## src/rtl/calc_core_if.sv

```systemverilog
// calc_core_if: operand/op request and result bus between digit validation, calc_core and display.
// err_cnt is present only when CALC_ERR_CNT_EN is defined.
interface calc_core_if;
    logic [3:0] a;
    logic [3:0] b;
    logic       err_a;
    logic       err_b;
    logic [1:0] op;
    logic       start;
    logic       busy;
    logic       done;
    logic [7:0] result;
    logic       neg;
    logic [3:0] rem_out;
    logic       err;
`ifdef CALC_ERR_CNT_EN
    logic [3:0] err_cnt;
`endif
    modport master (
        output a, b, err_a, err_b, op, start,
        input  busy, done, result, neg, rem_out, err
`ifdef CALC_ERR_CNT_EN
        , input err_cnt
`endif
    );
    modport slave (
        input  a, b, err_a, err_b, op, start,
        output busy, done, result, neg, rem_out, err
`ifdef CALC_ERR_CNT_EN
        , output err_cnt
`endif
    );
endinterface

```

## src/rtl/calc_core.sv

```systemverilog
// calc_core: multi-cycle BCD digit add/sub/mul/div with binary-to-BCD conversion and done pulse.
// Optional CALC_ERR_CNT_EN adds a saturating error-completion counter (err_cnt).
module calc_core #(
    parameter logic [7:0] ERR_CODE = 8'hEE
) (
    input  logic        clk,
    input  logic        rst,
    calc_core_if.slave  bus
);
    typedef enum logic [1:0] {IDLE, CALC, CONV, DONE} state_t;
    state_t     state;
    logic [3:0] a_r, b_r, cnt, tens, rem_r, rem_out_r;
    logic [1:0] op_r;
    logic [6:0] bin;
    logic [6:0] a7, b7;
    logic       neg_r, neg_out_r, done_r, err_r;
    logic [7:0] result_r;
`ifdef CALC_ERR_CNT_EN
    logic [3:0] err_cnt_r;
    assign bus.err_cnt = err_cnt_r;
`endif
    assign a7 = {3'b0, a_r};
    assign b7 = {3'b0, b_r};
    assign bus.busy    = state != IDLE;
    assign bus.done    = done_r;
    assign bus.result  = result_r;
    assign bus.neg     = neg_out_r;
    assign bus.rem_out = rem_out_r;
    assign bus.err     = err_r;
    always_ff @(posedge clk or negedge rst) begin
        if (!rst) begin
            state     <= IDLE;
            a_r       <= '0;
            b_r       <= '0;
            op_r      <= '0;
            cnt       <= '0;
            tens      <= '0;
            rem_r     <= '0;
            bin       <= '0;
            neg_r     <= 1'b0;
            done_r    <= 1'b0;
            result_r  <= '0;
            neg_out_r <= 1'b0;
            rem_out_r <= '0;
            err_r     <= 1'b0;
`ifdef CALC_ERR_CNT_EN
            err_cnt_r <= '0;
`endif
        end else begin
            case (state)
                IDLE: if (bus.start) begin
                    a_r   <= bus.a;
                    b_r   <= bus.b;
                    op_r  <= bus.op;
                    neg_r <= 1'b0;
                    tens  <= '0;
                    rem_r <= '0;
                    // Div reuses bin as the running dividend and cnt as the quotient
                    bin   <= bus.op == 2'b11 ? {3'b0, bus.a} : 7'd0;
                    cnt   <= bus.op == 2'b10 ? bus.b : 4'd0;
                    if (bus.err_a || bus.err_b || (bus.op == 2'b11 && bus.b == 4'd0)) begin
                        result_r  <= ERR_CODE;
                        err_r     <= 1'b1;
                        neg_out_r <= 1'b0;
                        rem_out_r <= '0;
                        done_r    <= 1'b1;
                        state     <= DONE;
                    end else begin
                        state <= CALC;
                    end
                end
                CALC: case (op_r)
                    2'b00: begin
                        bin   <= a7 + b7;
                        state <= CONV;
                    end
                    2'b01: begin
                        bin   <= a_r >= b_r ? a7 - b7 : b7 - a7;
                        neg_r <= a_r < b_r;
                        state <= CONV;
                    end
                    2'b10: if (cnt == 4'd0) state <= CONV;
                    else begin
                        bin <= bin + a7;
                        cnt <= cnt - 4'd1;
                    end
                    default: if (bin >= b7) begin
                        bin <= bin - b7;
                        cnt <= cnt + 4'd1;
                    end else begin
                        bin   <= {3'b0, cnt};
                        rem_r <= bin[3:0];
                        state <= CONV;
                    end
                endcase
                CONV: if (bin >= 7'd10) begin
                    bin  <= bin - 7'd10;
                    tens <= tens + 4'd1;
                end else begin
                    result_r  <= {tens, bin[3:0]};
                    neg_out_r <= neg_r;
                    rem_out_r <= rem_r;
                    err_r     <= 1'b0;
                    done_r    <= 1'b1;
                    state     <= DONE;
                end
                default: begin
                    done_r <= 1'b0;
                    state  <= IDLE;
`ifdef CALC_ERR_CNT_EN
                    err_cnt_r <= err_r && err_cnt_r != 4'd15 ? err_cnt_r + 4'd1 : err_cnt_r;
`endif
                end
            endcase
        end
    end
endmodule

```

## src/flat_wrapper.sv

```systemverilog
// flat-port wrapper written by rule: the top's interface ports become plain ports
module calc_core_flat 
#(
    parameter logic [7:0] ERR_CODE = 8'hEE
)
  (clk, rst, bus_a, bus_b, bus_err_a, bus_err_b, bus_op, bus_start, bus_busy, bus_done, bus_result, bus_neg, bus_rem_out, bus_err);
  calc_core_if bus_i ();
  input  logic clk;
  input  logic rst;
  input wire logic [$bits(bus_i.a)-1:0] bus_a;
  input wire logic [$bits(bus_i.b)-1:0] bus_b;
  input wire logic [$bits(bus_i.err_a)-1:0] bus_err_a;
  input wire logic [$bits(bus_i.err_b)-1:0] bus_err_b;
  input wire logic [$bits(bus_i.op)-1:0] bus_op;
  input wire logic [$bits(bus_i.start)-1:0] bus_start;
  output wire logic [$bits(bus_i.busy)-1:0] bus_busy;
  output wire logic [$bits(bus_i.done)-1:0] bus_done;
  output wire logic [$bits(bus_i.result)-1:0] bus_result;
  output wire logic [$bits(bus_i.neg)-1:0] bus_neg;
  output wire logic [$bits(bus_i.rem_out)-1:0] bus_rem_out;
  output wire logic [$bits(bus_i.err)-1:0] bus_err;
  assign bus_i.a = bus_a;
  assign bus_i.b = bus_b;
  assign bus_i.err_a = bus_err_a;
  assign bus_i.err_b = bus_err_b;
  assign bus_i.op = bus_op;
  assign bus_i.start = bus_start;
  assign bus_busy = bus_i.busy;
  assign bus_done = bus_i.done;
  assign bus_result = bus_i.result;
  assign bus_neg = bus_i.neg;
  assign bus_rem_out = bus_i.rem_out;
  assign bus_err = bus_i.err;
  calc_core #(.ERR_CODE(ERR_CODE)) u_core (.clk(clk), .rst(rst), .bus(bus_i));
endmodule
```

## config.mk

```make
export PLATFORM = sky130hd
export DESIGN_NAME = calc_core_flat
export DESIGN_NICKNAME = d
export VERILOG_FILES = /design/src/rtl/calc_core_if.sv /design/src/rtl/calc_core.sv /design/src/flat_wrapper.sv
export SDC_FILE = /design/constraint.sdc
export NUM_CORES = 1
export LEC_CHECK = 0
export BUFFER_PORTS_ARGS = -buffer_cell sky130_fd_sc_hd__buf_4
export CAP_MARGIN = 20
export CORE_MARGIN = 3
export CORE_UTILIZATION = 55
export DETAILED_ROUTE_END_ITERATION = 8
export PLACE_DENSITY = 0.75
export SKIP_LAST_GASP = 1
export SYNTH_ARGS = -nofsm -noshare
export SYNTH_HDL_FRONTEND = slang
export SYNTH_SLANG_ARGS = --single-unit
```

## constraint.sdc

```tcl
create_clock -name clk -period 6.2 [get_ports clk]
set_input_delay 0 -clock clk [delete_from_list [all_inputs] [get_ports clk]]
set_output_delay 0 -clock clk [all_outputs]
set_load 0.02 [all_outputs]
```

==> out/results.tsv, run 1 <==
stage	metric	value	unit
timing	setup-violations-final	0	
synth	yosysSeqAreaShare	0.3303	
timing	fin_crit	2.676	ns
critical_path	worstPathMaxFanout	15	
timing	tns	0	ns
synth	syn_area	3561	µm²
synth	synthTopCellsByArea	dfrtp_1, ha_1, nor2_1	
timing	hold_viol	0	
detailed_routing	firstDrtPassIters	7	
run	maxCapViolations	0	
synth	synth_top_family_by_area	compound AO/OA/AOI/OAI gates	
final_layout	nNetsFinal	495	
floorplan	dieArea	7476	µm²
hold_path	hp-class	input port to flop	
timing	rsz0062_at_grt	false	
floorplan	start_util	0.5842	
critical_path	startpoint	u_core.state[1]	
detailed_routing	vias_per_cell	6.287	
placed_design	gp_routability_congestion	0.9598	
timing	period_share	0.4316	
synth	syn_inst	414	
global_route	antenna_found_initial	0	
critical_path	r2r-start	u_core.state[1]	
synth	synth_top_cells_by_count	dfrtp_1, nor2_1, nand2_1	
synth	avgSynthCellArea	8.601	µm²
floorplan	row_count	28	
synth	synth_fa_ha_area_frac	0.1321	
synth	synthSimpleGateAreaFrac	0.1957	
synth	yosys.area.top_type_share	0.3303	
detailed_routing	ant_nets	0	
critical_path	crit_path_end_kind	flop	
global_route	grt-ovfl-total	0	
floorplan	die_width	86.47	µm
clock_network	worstSkewPairLatency	0.31	ns
clock_network	cts.path.max_buffers	2	
floorplan	die_h	86.47	µm
global_route	grt_pass1_wl	15.70	mm
final_layout	synthToLayoutAreaGrowth	14.23	%
critical_path	arrival	2.89	ns
synth	synth_compound_area_frac	0.2112	
hold_path	hold_start	bus_start	
detailed_routing	wl_per_cell	18.34	µm
critical_path	path_class	flop to flop	
synth	ys_ff_latch	47	
floorplan	core_area	6096	µm²
clock_network	cts_root_buf	clkbuf_8	
global_route	grt_pass1_vias	3075	
synth	synth_async_sr_flop_share	1.000	
global_route	grt_max_degree	48	
clock_network	cts_tree	built	
synth	synthDistinctLibCells	56	
synth	synth_xor_area_frac	0.02214	
placed_design	port_buffers	30	
clock_network	cts.sinks	47	
detailed_routing	drt_iter0_markers	394	
timing	relSlewSlack	0.4301	
synth	synth_warnings	0	
detailed_routing	dr_total_vias	3282	
detailed_routing	drc	0	
synth	synthMuxAreaShare	0.06254	
floorplan	io_pins	31	
global_route	gr-usage-all-layers	0.2673	
clock_network	ctsResizeCount	0	
timing	fmax	373.7	MHz
timing	worst_pin_slew	0.8483	ns
critical_path	cp-start-kind	flop	
critical_path	cp_data_required_time	6.41	ns
final_layout	antenna_cells	0	
timing	clock_skew	0.007256	ns
clock_network	path_clk_slew	0.10	ns
synth	syn-num-nets	463	
clock_network	cts_max_level	2	
final_layout	drive_gt1_frac	0.1186	
synth	synth-edff-count	0	
synth	synthFlopType	dfrtp_1	
synth	yosysMostFrequentCell	dfrtp_1	
timing	maxSlewViolCount	0	
critical_path	worst-r2r-setup-slack	3.52	ns
synth	synth_top_cell_by_area	dfrtp_1	
placed_design	hpwlAfterDp	7.217	mm
detailed_routing	drt_wl_total	9.574	mm
clock_network	cts-buffers-inserted	5	
run_status	status	completed	
-- area by class of cell --
class	count	area (µm²)
fillers	522	2028
well taps	75	93.84
inverters	27	101.3
repair buffers	41	335.3
multi-input cells	324	2221
clock buffers	5	68.82
clock inverters	3	71.32
flip-flops and latches	47	1176
-- flip-flops by register name, summed over array words and instances (netlist names) --
register / flops
u_core.a_r: 4
u_core.b_r: 4
u_core.bin: 7
u_core.bus.done: 1
u_core.bus.err: 1
u_core.bus.neg: 1
u_core.bus.rem_out: 4
u_core.bus.result: 8
u_core.cnt: 4
u_core.neg_r: 1
u_core.op_r: 2
u_core.rem_r: 4
u_core.state: 2
u_core.tens: 4
-- metrics by stage --
stage / utilization / cell area (µm²) / setup WS (ns) / std cells / hold WS [ns]
after global routing: 0.6673 / 4068 / 3.290 / 522 / 0.1469
after floorplan: - / 3561 / 3.817 / 414 / -0.2956
after CTS: 0.6673 / 4068 / 3.568 / 522 / 0.09131
after detailed placement: 0.6262 / 3817 / 3.576 / 503 / 0.05992
final: 0.6673 / 4068 / 3.524 / 522 / 0.1027
after global placement: 0.6262 / 3817 / 3.653 / 503 / 0.06089
-- cell usage in the layout (no fill, tap or decap), types with 3 or more instances in the layout --
cell type      count
nor3_1            15
o22ai_1            3
a21o_1             4
mux2_2            10
o21a_1             3
nand4_1            3
nand3_1           10
nor4_1             3
nand2_1           35
fa_1               6
a21oi_1           27
ha_1              28
a31oi_1           12
nand2b_1           7
xnor2_1            7
dlygate4sd3_1     11
o21ai_0           31
o22a_1             4
buf_4             30
a211oi_1           5
dfrtp_1           47
or3_1              3
mux2i_1           11
nor2_1            44
inv_1             27
nor2b_1           10
clkbuf_8           5
-- layer usage --
| layer | part of all wire | GRT usage | vias up |
|---|---|---|---|
| met3 | 0.066 | 0.03707 | 18 |
| met4 | 0.021 | 0.08215 | 0 |
| met5 | 0 | 0 | - |
| met2 | 0.45 | 0.4159 | 150 |
| met1 | 0.46 | 0.3874 | 1552 |
| li1 | - | - | 1562 |
-- critical path: stages, from the launching register on --
cell     delay (ns)
dfrtp_1        0.41
inv_1          0.10
ha_1           0.53
inv_1          0.34
o21ai_0        0.53
o21a_1         0.34
mux2i_1        0.12
a41o_1         0.21
-- final timing paths --
check	to	cells after the start
worst max-delay path	u_core.cnt[0]	7
worst min-delay path	u_core.tens[1]	5
min in group asynchronous	u_core.bin[3]	2
worst max register to register	u_core.cnt[0]	7
max in group asynchronous	u_core.bin[1]	2
worst min register to register	u_core.bus.rem_out[0]	2
-- cell families after synthesis --
kind of cell,Yosys count
and+or+nand+nor,144
AOI/OAI and AO/OA,116
DFF,47
buffers and inverters,43
adders and majority gates,34
muxes,21
xor gates and xnor gates,9
-- what timing repair did --
action,CTS,global route
buffers inserted,0,0
setup endpoints to repair,0,0
endpoints found under the hold margin,61,0
hold buffers,11,0
Power of run 1 is not shown: default switching activity piles up to over one toggle a cycle in this logic, so the estimate is an artifact.
==> inputs of run 2 (changes only) <==
- PLACE_DENSITY: 0.75 -> 0.78
- clock period: 6.2 -> 2.2 ns (I/O delays scaled with it)
==> out/results.tsv, run 2 (same netlist as run 1, synthesis figures left out) <==
stage	metric	value	unit	change
timing	rsz0062_at_grt	true		
clock_network	cts-buffers-inserted	5		unchanged
detailed_routing	drc	0		unchanged
detailed_routing	drt_wl_total	11.46	mm	+20%
run_status	status	finished with violations		
clock_network	cts_max_level	2		unchanged
critical_path	cpMostUsedCell	buf_4		
run_status	violations	negative setup slack		
critical_path	crit_path_cell_trace	buf_4 > buf_4 > ha_1 > fa_2 > a21oi_2 > or2_2 > a221oi_1 > a311oi_1 > o21ai_0		
final_layout	drive_gt1_frac	0.3205		+0.2020
global_route	met2_usage	0.4750		+0.05911
timing	clock_skew	0.01427	ns	+0.007009 ns
timing	setup-violations-final	2		+2
global_route	grt_pass1_wl	17.28	mm	+10%
timing	tns	-0.009336	ns	-0.009336 ns
floorplan	die_width	86.47	µm	unchanged
final_layout	synthToLayoutAreaGrowth	36.33	%	
final_layout	layout_common_cells	buf_4, dfrtp_1, nor2_1		
detailed_routing	drt_iter0_markers	415		+5.3%
critical_path	slowest_delay	0.42	ns	-0.11 ns
detailed_routing	dr_total_vias	3727		+14%
floorplan	row_count	28		unchanged
final_layout	largest_reg_flops	8		unchanged
placed_design	gp_routability_congestion	0.9768		+1.8%
global_route	top_usage_layer	met2		
final_layout	layout_commonest_cell	buf_4		
floorplan	start_util	0.5842		unchanged
clock_network	cts.sinks	47		unchanged
placed_design	hpwlAfterDp	7.928	mm	+9.9%
timing	relSlewSlack	0.5815		+0.1514
floorplan	dieArea	7476	µm²	unchanged
floorplan	io_pins	31		unchanged
timing	fin_crit	2.205	ns	-0.4706 ns
global_route	grt_pass1_vias	3540		+15%
clock_network	worstSkewPairLatency	0.31	ns	about the same
critical_path	worstPathMaxFanout	3		-12
detailed_routing	vias_per_cell	6.253		-0.54%
floorplan	core_area	6096	µm²	unchanged
global_route	grt.met3_usage	0.04753		+0.01046
global_route	use_met1	0.4132		+0.02586
clock_network	cts.path.max_buffers	2		unchanged
critical_path	cp_slowest_cell	dfrtp_1		
detailed_routing	wl_per_cell	19.23	µm	+4.8%
final_layout	antenna_cells	0		unchanged
final_layout	nNetsFinal	569		+15%
hold_path	hp-class	input port to flop		
floorplan	die_h	86.47	µm	unchanged
timing	maxSlewViolCount	0		unchanged
critical_path	crit_family	compound AO/OA/AOI/OAI gates		
global_route	grt-ovfl-total	0		unchanged
final_layout	layoutNonFillerInstCount	596		+14%
critical_path	arrival	2.40	ns	-0.49 ns
global_route	grt_max_degree	48		unchanged
global_route	gr-usage-all-layers	0.2934		+0.02601
placed_design	port_buffers	30		unchanged
timing	period_share	1.002		+0.5707
timing	hold_viol	0		unchanged
clock_network	path_clk_slew	0.10	ns	about the same
detailed_routing	firstDrtPassIters	6		-1
critical_path	critical_path_buf_inv_count	2		unchanged
global_route	antenna_found_initial	0		unchanged
clock_network	cts_tree	built		
critical_path	path_class	flop to flop		
critical_path	crit_path_end_kind	flop		
detailed_routing	ant_nets	0		unchanged
timing	fmax	453.5	MHz	+21%
clock_network	cts_root_buf	clkbuf_8		
timing	layout_setup_ws	-0.005089	ns	-3.529 ns
critical_path	cp-start-kind	flop		
critical_path	cp_data_required_time	2.40	ns	-4.01 ns
placed_design	dp.cells	569		+13%
run	maxCapViolations	0		unchanged
timing	worst_pin_slew	0.6277	ns	-0.2206 ns
-- run 2: cell count changes in the layout (fill, tap and decap cells not counted), moves of 3 or more --
cell      change
ha_1          -7
buf_4        +72
a211oi_2      +4
inv_2         +5
a21oi_1       -3
o21ai_1       +4
a21oi_2       +3
ha_4          +5
inv_1         -6
fa_1          -4
o21ai_0       -4
fa_2          +4
a211oi_1      -4
-- run 2: layout make-up --
class                   count  area [µm²]
repair buffers            115       898.4
clock buffers               5       68.82
flip-flops and latches     47        1179
fillers                   401        1241
multi-input cells         324        2440
clock inverters             3       71.32
well taps                  75       93.84
inverters                  27       103.9
-- run 2: per-layer routing --
metal / routed length [µm] / vias up
met4: 251 / 0
met2: 5423 / 225
met3: 1065 / 32
met1: 4719 / 1759
li1: - / 1711
met5: 0 / -
-- run 2: metrics by stage --
stage	utilization	cell area (µm²)	setup slack (ns)	hold WS, ns
floorplan	-	3598	-0.05400	-0.2956
global placement	0.7116	4338	-0.07520	0.05605
detailed placement	0.7116	4338	-0.1235	0.06276
CTS	0.7582	4622	-0.02333	0.1125
global route	0.7964	4855	-0.1555	0.1785
finish	0.7964	4855	-0.005089	0.1257
-- run 2: final timing paths --
path                       cells after the start                     to  slack, ns             startpoint
setup / recovery                               9          u_core.bin[4]     -0.005          u_core.b_r[0]
hold / removal                                 5         u_core.tens[1]       0.13              bus_start
setup reg to reg                               9          u_core.bin[4]     -0.005          u_core.b_r[0]
hold reg to reg                                2  u_core.bus.rem_out[0]       0.49  u_core.bus.rem_out[0]
max in group asynchronous                      2          u_core.b_r[1]       1.51                    rst
min in group asynchronous                      2          u_core.bin[6]       0.24                    rst
-- run 2: worst reg2reg max path: cells and delay by family (launching register included) --
family	cells	cell delay [ns]
adder cells (fa/ha/maj)	2	0.61
AO/OA/AOI/OAI	4	0.65
buffers and inverters	2	0.29
flip-flops	1	0.42
AND/OR/NAND/NOR	1	0.14
-- run 2: repair_timing --
action	in CTS	in global routing
gates resized for setup	10	39
setup buffers	0	8
pin swaps	4	13
endpoints found under the setup margin	16	28
hold buffers	11	0
endpoints found under the hold margin	61	0
Power of run 2 is left out for the same reason.
==> inputs of run 3 (changes only) <==
- PLACE_DENSITY: 0.78 -> 0.75
- clock period: 2.2 -> 2.5 ns (I/O delays scaled with it)
==> out/results.tsv, run 3 (same netlist as run 1, synthesis figures left out) <==
stage	metric	value	unit	change
clock_network	worstSkewPairLatency	0.31	ns	about the same
critical_path	cp-start-kind	flop		
global_route	grt_max_degree	48		unchanged
critical_path	crit_path_cell_trace	ha_1 > and4_1 > nand2b_1 > o311a_1 > o21a_1 > mux2i_1 > a41o_1		
detailed_routing	wl_per_cell	18.24	µm	-5.1%
detailed_routing	dr_total_vias	3412		-8.5%
final_layout	layout_commonest_cell	buf_4		
critical_path	critical_path_buf_inv_count	0		-2
global_route	use_met1	0.4005		-0.01274
detailed_routing	ant_nets	0		unchanged
timing	tns	0	ns	+0.009336 ns
timing	maxSlewViolCount	0		unchanged
timing	relSlewSlack	0.5798		-0.001790
final_layout	antenna_cells	0		unchanged
global_route	grt_pass1_vias	3350		-5.4%
final_layout	drive_gt1_frac	0.1814		-0.1391
floorplan	core_area	6096	µm²	unchanged
critical_path	crit_family	compound AO/OA/AOI/OAI gates		
floorplan	dieArea	7476	µm²	unchanged
placed_design	gp_routability_congestion	0.9926		+1.6%
critical_path	worst-r2r-setup-slack	0.08	ns	+0.08 ns
final_layout	synthToLayoutAreaGrowth	20.73	%	
critical_path	cp_slowest_cell	dfrtp_1		
clock_network	cts_root_buf	clkbuf_8		
clock_network	cts.path.max_buffers	2		unchanged
global_route	met2_usage	0.4555		-0.01947
placed_design	port_buffers	30		unchanged
detailed_routing	drc	0		unchanged
run_status	status	completed		
global_route	grt.met3_usage	0.05228		+0.004753
detailed_routing	vias_per_cell	6.215		-0.61%
critical_path	r2r-start	u_core.bin[3]		
clock_network	cts_tree	built		
timing	rsz0062_at_grt	false		
hold_path	worstHoldEndpoint	u_core.tens[1]		
timing	worst_pin_slew	0.6248	ns	-0.002921 ns
clock_network	cts.sinks	47		unchanged
critical_path	path_class	flop to flop		
critical_path	r2r-end	u_core.cnt[0]		
clock_network	path_clk_slew	0.10	ns	about the same
hold_path	whs_path_depth	5		unchanged
timing	period_share	0.9697		-0.03260
clock_network	post_cts_buffers	0		unchanged
global_route	top_usage_layer	met2		
global_route	antenna_found_initial	0		unchanged
timing	fin_crit	2.424	ns	+0.2192 ns
floorplan	die_width	86.47	µm	unchanged
timing	clock_skew	0.003384	ns	-0.01088 ns
detailed_routing	drt_wl_total	10.01	mm	-13%
floorplan	row_count	28		unchanged
clock_network	cts_max_level	2		unchanged
hold_path	hold_start	bus_start		
floorplan	io_pins	31		unchanged
critical_path	worstPathMaxFanout	8		+5
final_layout	nNetsFinal	522		-8.3%
critical_path	cp_data_required_time	2.71	ns	+0.31 ns
hold_path	hp-class	input port to flop		
timing	fmax	412.5	MHz	-9.0%
global_route	gr-usage-all-layers	0.2863		-0.007018
global_route	grt_pass1_wl	16.77	mm	-3.0%
global_route	grt-ovfl-total	0		unchanged
final_layout	layout_common_cells	buf_4, dfrtp_1, nor2_1		
clock_network	cts-buffers-inserted	5		unchanged
critical_path	slowest_delay	0.49	ns	+0.07 ns
critical_path	arrival	2.63	ns	+0.23 ns
final_layout	largest_reg_flops	8		unchanged
timing	setup-violations-final	0		-2
floorplan	die_h	86.47	µm	unchanged
detailed_routing	firstDrtPassIters	5		-1
run	maxCapViolations	0		unchanged
placed_design	hpwlAfterDp	7.584	mm	-4.3%
timing	hold_viol	0		unchanged
detailed_routing	drt_iter0_markers	272		-34%
floorplan	start_util	0.5842		unchanged
critical_path	worst-r2r-cell-count	7		-2
critical_path	crit_path_end_kind	flop		
-- run 3: cell types whose count changed in the layout (fill, tap and decap cells not counted), sizes merged --
cell	previous run	this run
buf	104	57
-- run 3: what timing repair did --
action | in CTS | in global routing
endpoints found under the hold margin | 60 | 0
resized for setup | 1 | 6
pin swaps | 0 | 0
hold buffers | 11 | 0
setup endpoints to repair | 1 | 13
-- run 3: worst min-delay path, cell delays in order --
cell and delay, ns:
buf_4 0.13, nand3_1 0.08, nand2_1 0.07, a22oi_1 0.05, o21ai_0 0.06
-- run 3: cell type report --
cell class	instances	area, µm²
Inverter	27	101.3
Fill cell	491	1797
Sequential cell	47	1179
Timing Repair Buffer	68	538.0
Tap cell	75	93.84
Clock inverter	3	71.32
Multi-Input combinational cell	324	2247
Clock buffer	5	68.82
-- run 3: through the flow --
stage	hold slack (ns)	worst slack, ns	util	instance area [µm²]	instances
5_1_grt	0.1941	0.001541	0.7053	4299	549
3_3_place_gp	0.05364	0.01281	0.6595	4020	530
4_1_cts	0.1044	0.04959	0.7014	4275	549
6_report	0.1048	0.07571	0.7053	4299	549
3_5_place_dp	0.06335	0.002687	0.6595	4020	530
2_1_floorplan	-0.2956	0.1167	-	3561	414
-- run 3: worst max path at each step --
| stage | startpoint | to | slack, ns | cells after the start |
|---|---|---|---|---|
| detailed placement | u_core.b_r[2] | u_core.bin[6] | 0.003 | 7 |
| floorplan | u_core.b_r[1] | u_core.cnt[0] | 0.12 | 8 |
| global placement | u_core.b_r[2] | u_core.bin[6] | 0.01 | 7 |
| global route | u_core.b_r[1] | u_core.cnt[0] | 0.002 | 8 |
| CTS | u_core.b_r[2] | u_core.bin[1] | 0.05 | 8 |
| finish | u_core.bin[3] | u_core.cnt[0] | 0.08 | 7 |
-- run 3: metal layers --
metal | share of wire | vias to the layer above | wire length [µm]
met4 | 0.019 | 0 | 193
met5 | 0 | - | 0
met1 | 0.45 | 1614 | 4520
met3 | 0.077 | 16 | 774
met2 | 0.45 | 161 | 4524
li1 | - | 1621 | -
Power of run 3 is left out for the same reason.
